===== config.mk =====
export PLATFORM = sky130hd
export DESIGN_NAME = nanorv32_wbstage
export DESIGN_NICKNAME = d
export VERILOG_FILES = /design/src/rtl/nanorv32_wbstage_pkg.sv /design/src/rtl/nanorv32_load_align.sv /design/src/rtl/nanorv32_wbstage.sv
export SDC_FILE = /design/constraint.sdc
export NUM_CORES = 1
export LEC_CHECK = 0
export BUFFER_PORTS_ARGS = -buffer_cell sky130_fd_sc_hd__buf_2
export CAP_MARGIN = 0
export CORE_MARGIN = 10
export CORE_UTILIZATION = 40
export CTS_CLUSTER_DIAMETER = 60
export DETAILED_ROUTE_END_ITERATION = 12
export GPL_ROUTABILITY_DRIVEN = 0
export PLACE_DENSITY = 0.69
export SLEW_MARGIN = 20
export SYNTH_ARGS = -nofsm -noshare
export SYNTH_HDL_FRONTEND = slang
export SYNTH_HIERARCHICAL = 1
export SYNTH_SLANG_ARGS = --single-unit

===== constraint.sdc =====
create_clock -name clk -period 2.55 [get_ports clk]
set_clock_uncertainty 0.2 [all_clocks]
set_input_delay 0.255 -clock clk [delete_from_list [all_inputs] [get_ports clk]]
set_output_delay 0.255 -clock clk [all_outputs]
set_load 0.05 [all_outputs]

===== src/rtl/nanorv32_wbstage_pkg.sv =====
// Shared write-back definitions: data/select widths, load funct3 codes, FSM states.
// Latency: n/a (declarations only).
// Backpressure: n/a.
package nanorv32_wbstage_pkg;

   localparam int NANORV32_DATA_MSB      = 31;
   localparam int NANORV32_RF_PORTRD_MSB = 4;

   // Load size/sign encodings carried in funct3
   localparam logic [2:0] F3_LB  = 3'b000;
   localparam logic [2:0] F3_LH  = 3'b001;
   localparam logic [2:0] F3_LW  = 3'b010;
   localparam logic [2:0] F3_LBU = 3'b100;
   localparam logic [2:0] F3_LHU = 3'b101;

   typedef enum logic {
      ST_IDLE      = 1'b0,
      ST_LOAD_WAIT = 1'b1
   } wb_state_e;

   // Everything about an accepted load needed to finish it when data returns
   typedef struct packed {
      logic [NANORV32_RF_PORTRD_MSB:0] sel;
      logic [2:0]                      funct3;
      logic [1:0]                      lsb;
   } load_ctx_t;

endpackage


===== src/rtl/nanorv32_load_align.sv =====
// Extracts, aligns and sign/zero-extends a load from the raw memory word; flags bad loads.
// Latency: combinational.
// Backpressure: none.
module nanorv32_load_align
   import nanorv32_wbstage_pkg::*;
(
   input  logic [NANORV32_DATA_MSB:0] rdata,
   input  logic [2:0]                 funct3,
   input  logic [1:0]                 lsb,
   output logic [NANORV32_DATA_MSB:0] data,
   output logic                       err
);

   logic [NANORV32_DATA_MSB:0] shifted;

   // Bring the addressed byte down to bit 0, then extend according to size/sign
   always_comb begin
      shifted = rdata >> {lsb, 3'b000};
      data    = shifted;
      err     = 1'b0;
      unique case (funct3)
         F3_LB:  data = {{24{shifted[7]}}, shifted[7:0]};
         F3_LBU: data = {24'h0, shifted[7:0]};
         F3_LH: begin
            data = {{16{shifted[15]}}, shifted[15:0]};
            err  = lsb[0];
         end
         F3_LHU: begin
            data = {16'h0, shifted[15:0]};
            err  = lsb[0];
         end
         F3_LW: begin
            data = rdata;
            err  = (lsb != 2'b00);
         end
         default: err = 1'b1;
      endcase
   end

endmodule


===== src/rtl/nanorv32_wbstage.sv =====
// Write-back stage: registers ALU results, waits for and aligns load data, drives the RF write port.
// Latency: ALU result 1 cycle after accept; load data 1 cycle after dmem_rvalid.
// Backpressure: ex_ready is low for the whole time a load is outstanding.
module nanorv32_wbstage
   import nanorv32_wbstage_pkg::*;
(
   input  logic                            clk,
   input  logic                            rst_n,
   input  logic                            ex_valid,
   output logic                            ex_ready,
   input  logic [NANORV32_RF_PORTRD_MSB:0] ex_sel_rd,
   input  logic [NANORV32_DATA_MSB:0]      ex_result,
   input  logic                            ex_is_load,
   input  logic [2:0]                      ex_funct3,
   input  logic [1:0]                      ex_addr_lsb,
   input  logic                            dmem_rvalid,
   input  logic [NANORV32_DATA_MSB:0]      dmem_rdata,
   output logic [NANORV32_RF_PORTRD_MSB:0] sel_rd,
   output logic [NANORV32_DATA_MSB:0]      rd,
   output logic                            write_rd,
   output logic                            pend_valid,
   output logic [NANORV32_RF_PORTRD_MSB:0] pend_sel,
   output logic                            load_err
);

   wb_state_e                       state_q, state_d;
   load_ctx_t                       ctx_q, ctx_d;
   logic [NANORV32_RF_PORTRD_MSB:0] sel_rd_q, sel_rd_d;
   logic [NANORV32_DATA_MSB:0]      rd_q, rd_d;
   logic                            write_rd_q, write_rd_d;
   logic                            load_err_q, load_err_d;

   logic [NANORV32_DATA_MSB:0]      align_data;
   logic                            align_err;

   nanorv32_load_align u_align (
      .rdata  (dmem_rdata),
      .funct3 (ctx_q.funct3),
      .lsb    (ctx_q.lsb),
      .data   (align_data),
      .err    (align_err)
   );

   // Next state, load context capture and RF write port values
   always_comb begin
      state_d    = state_q;
      ctx_d      = ctx_q;
      sel_rd_d   = sel_rd_q;
      rd_d       = rd_q;
      write_rd_d = 1'b0;
      load_err_d = 1'b0;
      unique case (state_q)
         ST_IDLE: begin
            // A response with nothing outstanding is dropped but reported
            if (dmem_rvalid) begin
               load_err_d = 1'b1;
            end
            if (ex_valid) begin
               if (ex_is_load) begin
                  ctx_d.sel    = ex_sel_rd;
                  ctx_d.funct3 = ex_funct3;
                  ctx_d.lsb    = ex_addr_lsb;
                  state_d      = ST_LOAD_WAIT;
               end else begin
                  sel_rd_d   = ex_sel_rd;
                  rd_d       = ex_result;
                  write_rd_d = (ex_sel_rd != '0);
               end
            end
         end
         ST_LOAD_WAIT: begin
            if (dmem_rvalid) begin
               state_d = ST_IDLE;
               // A bad load consumes its response but leaves the RF port untouched
               if (align_err) begin
                  load_err_d = 1'b1;
               end else begin
                  sel_rd_d   = ctx_q.sel;
                  rd_d       = align_data;
                  write_rd_d = (ctx_q.sel != '0);
               end
            end
         end
         default: state_d = ST_IDLE;
      endcase
   end

   // State, context and registered outputs
   always_ff @(posedge clk or negedge rst_n) begin
      if (!rst_n) begin
         state_q    <= ST_IDLE;
         ctx_q      <= '0;
         sel_rd_q   <= '0;
         rd_q       <= '0;
         write_rd_q <= 1'b0;
         load_err_q <= 1'b0;
      end else begin
         state_q    <= state_d;
         ctx_q      <= ctx_d;
         sel_rd_q   <= sel_rd_d;
         rd_q       <= rd_d;
         write_rd_q <= write_rd_d;
         load_err_q <= load_err_d;
      end
   end

   assign ex_ready   = (state_q == ST_IDLE);
   assign pend_valid = (state_q == ST_LOAD_WAIT);
   assign pend_sel   = pend_valid ? ctx_q.sel : '0;
   assign sel_rd     = sel_rd_q;
   assign rd         = rd_q;
   assign write_rd   = write_rd_q;
   assign load_err   = load_err_q;

endmodule


==> metrics.csv <==
stage,metric,value,unit
global_routing,largest net degree at the start of global routing,51,
global_routing,initial antenna violation count,2,
power_and_ir_drop,Int Power,2.370,mW
yosys,post-synth top area share,35.00,%
critical_path,crit-path max FO,16,
yosys,"Seq/Total Area, Yosys",35.00,%
cells_and_area,register area,1251,um2
power_and_ir_drop,switching share of power,47.38,%
drt,TritonRoute pass-1 iters,5,
yosys,syn nets,384,
sta,final worst-path cycle share,95.77,%
yosys,Mapped Cells,305,
sta,worst relative slew slack,35.58,%
cts,Post CTS Setup Buffer Count,0,
outcome,outcome,completed,
yosys,async set-reset flop share out of synthesis,100.0,%
critical_path,CP arrival,2.44,ns
sta,Final min period,2.442,ns
drt,Post-route DRC,0,
power_and_ir_drop,leak pwr,2.103,nW
yosys,library cells used by synthesis,43,
critical_path,Crit Path Class,flop to flop,
cts,Num CTS Buffers,5,
critical_path,CP startpoint kind,flop,
yosys,"area leader, netlist",dfrtp_1,
drt,final wirelength,10620,um
sta,Max Fclk,409.5,MHz
global_routing,global route overflow,0,
global_routing,total track usage,15.75,%
sta,Tightest Pin Transition,0.9621,ns
power_and_ir_drop,Seq pwr share,27.9,%
yosys,prevailing post-synth register cell,dfrtp_1,
drt,initial drt markers,125,
job,Max Cap Viol,0,
yosys,Netlist Area Pre-Place,3575,um2
floorplan,FP Rows,34,
global_routing,GR Layer Usage met2,26.46,%
power_and_ir_drop,Max rail drop VDD,0.0006529,V
cts,Longest Clk Path Bufs,2,
sta,"Hold Vio Cnt, Final",0,
placement,dpl hpwl,8146,um
worst_hold_path,Hold Path Class,input pin to flop,
floorplan,Die H,114.5,um
yosys,commonest cells in the netlist,"dfrtp_1 (50), mux2_2 (46), mux2_4 (34), nand3_1 (17), o21ai_0 (16)",
power_and_ir_drop,clock power share,12.7,%
placement,Port Buf Inserts,124,
yosys,#FFs+latches synth,50,
cells_and_area,# nets final,504,
floorplan,die area,13120,um2
drt,detailed-route wire length per cell,19.82,um
drt,vias per cell,5.513,
global_routing,global-route wire length before repair,16840,um
yosys,dominant cells by area after synthesis,"dfrtp_1 (35%), mux2_2 (14%), mux2_4 (14%), mux2i_1 (3.9%), buf_6 (2.5%)",
cts,clock slew at reported path FFs,0.09,ns
cells_and_area,multi-input logic area,2062,um2
cts,"Clk Latency, worst-skew pair",0.30,ns
global_routing,GR peak layer,met2,
critical_path,WP data required,2.55,ns
global_routing,met3 usage,5.556,%
worst_hold_path,Hold Startpoint,ex_sel_rd[3],
critical_path,crit path from,ctx_q[1],
power_and_ir_drop,Comb power frac,59.4,%
power_and_ir_drop,pwr dens,1023,nW/um2
yosys,Synth warnings,6,
floorplan,core box area,8721,um2
cts,CTS H-tree lvls,2,
yosys,Avg Inst Size Synth,11.72,um2
cells_and_area,share of layout cells above drive strength 1,56.34,%
cells_and_area,Area Growth Syn to Fin,23.21,%
cts,CTS tree,done,
critical_path,endpoint type of the worst setup path,flop,
drt,DRT antenna net count,0,
critical_path,reg2reg start,ctx_q[1],
yosys,Post-synth EDFFs,0,
sta,RSZ-0062 raised after global routing,false,
global_routing,M1 GR Usage,18.87,%
sta,# setup viols final,0,
floorplan,die width,114.5,um
floorplan,IO Count,125,
drt,via count,2955,
cells_and_area,fillers,807,
floorplan,Initial Utilization,40.99,%
sta,TNS Setup,0,ns
global_routing,vias in the first global route,3246,
cts,Root Buffer,clkbuf_8,
cts,CTS sink count,50,
power_and_ir_drop,switching power,2.134,mW
yosys,"count leader, synth",dfrtp_1,
sta,fin. max-slew vios,0,
cells_and_area,post-layout util,50.50,%
-- cell type report --
type / instances / area share (%)
Antenna cell: 2 / 0.1136
Clock inverter: 1 / 0.6818
Inverter: 9 / 0.7670
Timing Repair Buffer: 142 / 18.41
Clock buffer: 7 / 1.733
Tap cell: 108 / 3.068
Multi-Input combinational cell: 217 / 46.82
Sequential cell: 50 / 28.41
-- state kept, by name, summed over array words and instances, names as in the netlist --
| name | flops |
|---|---|
| ctx_q | 10 |
| load_err | 1 |
| pend_valid | 1 |
| rd | 32 |
| sel_rd | 5 |
| write_rd | 1 |
-- worst paths after layout --
check	endpoint	slack [ns]	cells past startpoint
setup / recovery	rd[18]	0.11	6
hold / removal	ctx_q[8]	0.009	2
setup reg to reg	rd[18]	0.11	6
hold reg to reg	rd[3]	0.31	1
max in group asynchronous	rd[23]	1.29	3
min in group asynchronous	rd[13]	0.39	3
-- cells by family after synthesis --
family,count (synthesis),share of synthesized area [%]
AO/OA/AOI/OAI,60,13.62
buffers and inverters,38,7.316
flip-flops,50,35.00
multiplexers,96,33.95
AND/OR/NAND/NOR,61,10.12
-- timing repair --
| item | 4_1_cts | 5_1_grt |
|---|---|---|
| hold buffers | 7 | 0 |
| resized for setup | 0 | 0 |
| endpoints found under the setup margin | 0 | 0 |
| hold endpoints to repair | 57 | 0 |
-- critical path, stage by stage, from the launching register on --
cell	delay, ns
dfrtp_1	0.50
mux2_2	0.42
a221oi_4	0.31
buf_12	0.18
o221ai_1	0.16
mux2_2	0.31
mux2_4	0.26
-- stage by stage --
stage | setup slack (ns) | area [um2] | hold slack (ns) | total power [mW] | cells
finish | 0.1078 | 4404 | 0.009466 | 4.505 | 536
global route | 0.02681 | 4399 | 0.005326 | 4.752 | 534
CTS | 0.1288 | 4399 | 0.001022 | 4.545 | 534
detailed placement | 0.1473 | 4223 | 0.2251 | 3.949 | 519
global placement | 0.1939 | 4223 | 0.2096 | 3.909 | 519
floorplan | 0.1387 | 3575 | -0.2406 | 3.347 | 305
-- power by group through the flow --
stage	combinational, mW	clock [mW]	sequential (mW)
finish	2.67	0.572	1.26
global route	2.83	0.620	1.30
CTS	2.69	0.590	1.26
detailed placement	2.68	0	1.27
global placement	2.65	0	1.26
floorplan	1.22	0	2.13
-- metal layers --
| metal | share of wire (%) | up-vias |
|---|---|---|
| li1 | - | 1388 |
| met1 | 42 | 1435 |
| met2 | 47 | 120 |
| met3 | 9.4 | 12 |
| met4 | 1.0 | 0 |
| met5 | 0 | - |
-- cell usage in the layout, fill, tap and decap left out, drive strengths merged, types with 5 or more instances in the layout --
master	n
o221a	7
buf	135
nor2	9
nand3b	8
o21ai	17
dlygate4sd3	7
and2	5
a31oi	7
a21o	6
nand2	11
clkbuf	7
dfrtp	50
a221o	7
mux2i	14
inv	8
mux2	80
nand3	17
o221ai	8
Note: power is estimated with default switching activity, not from simulation.
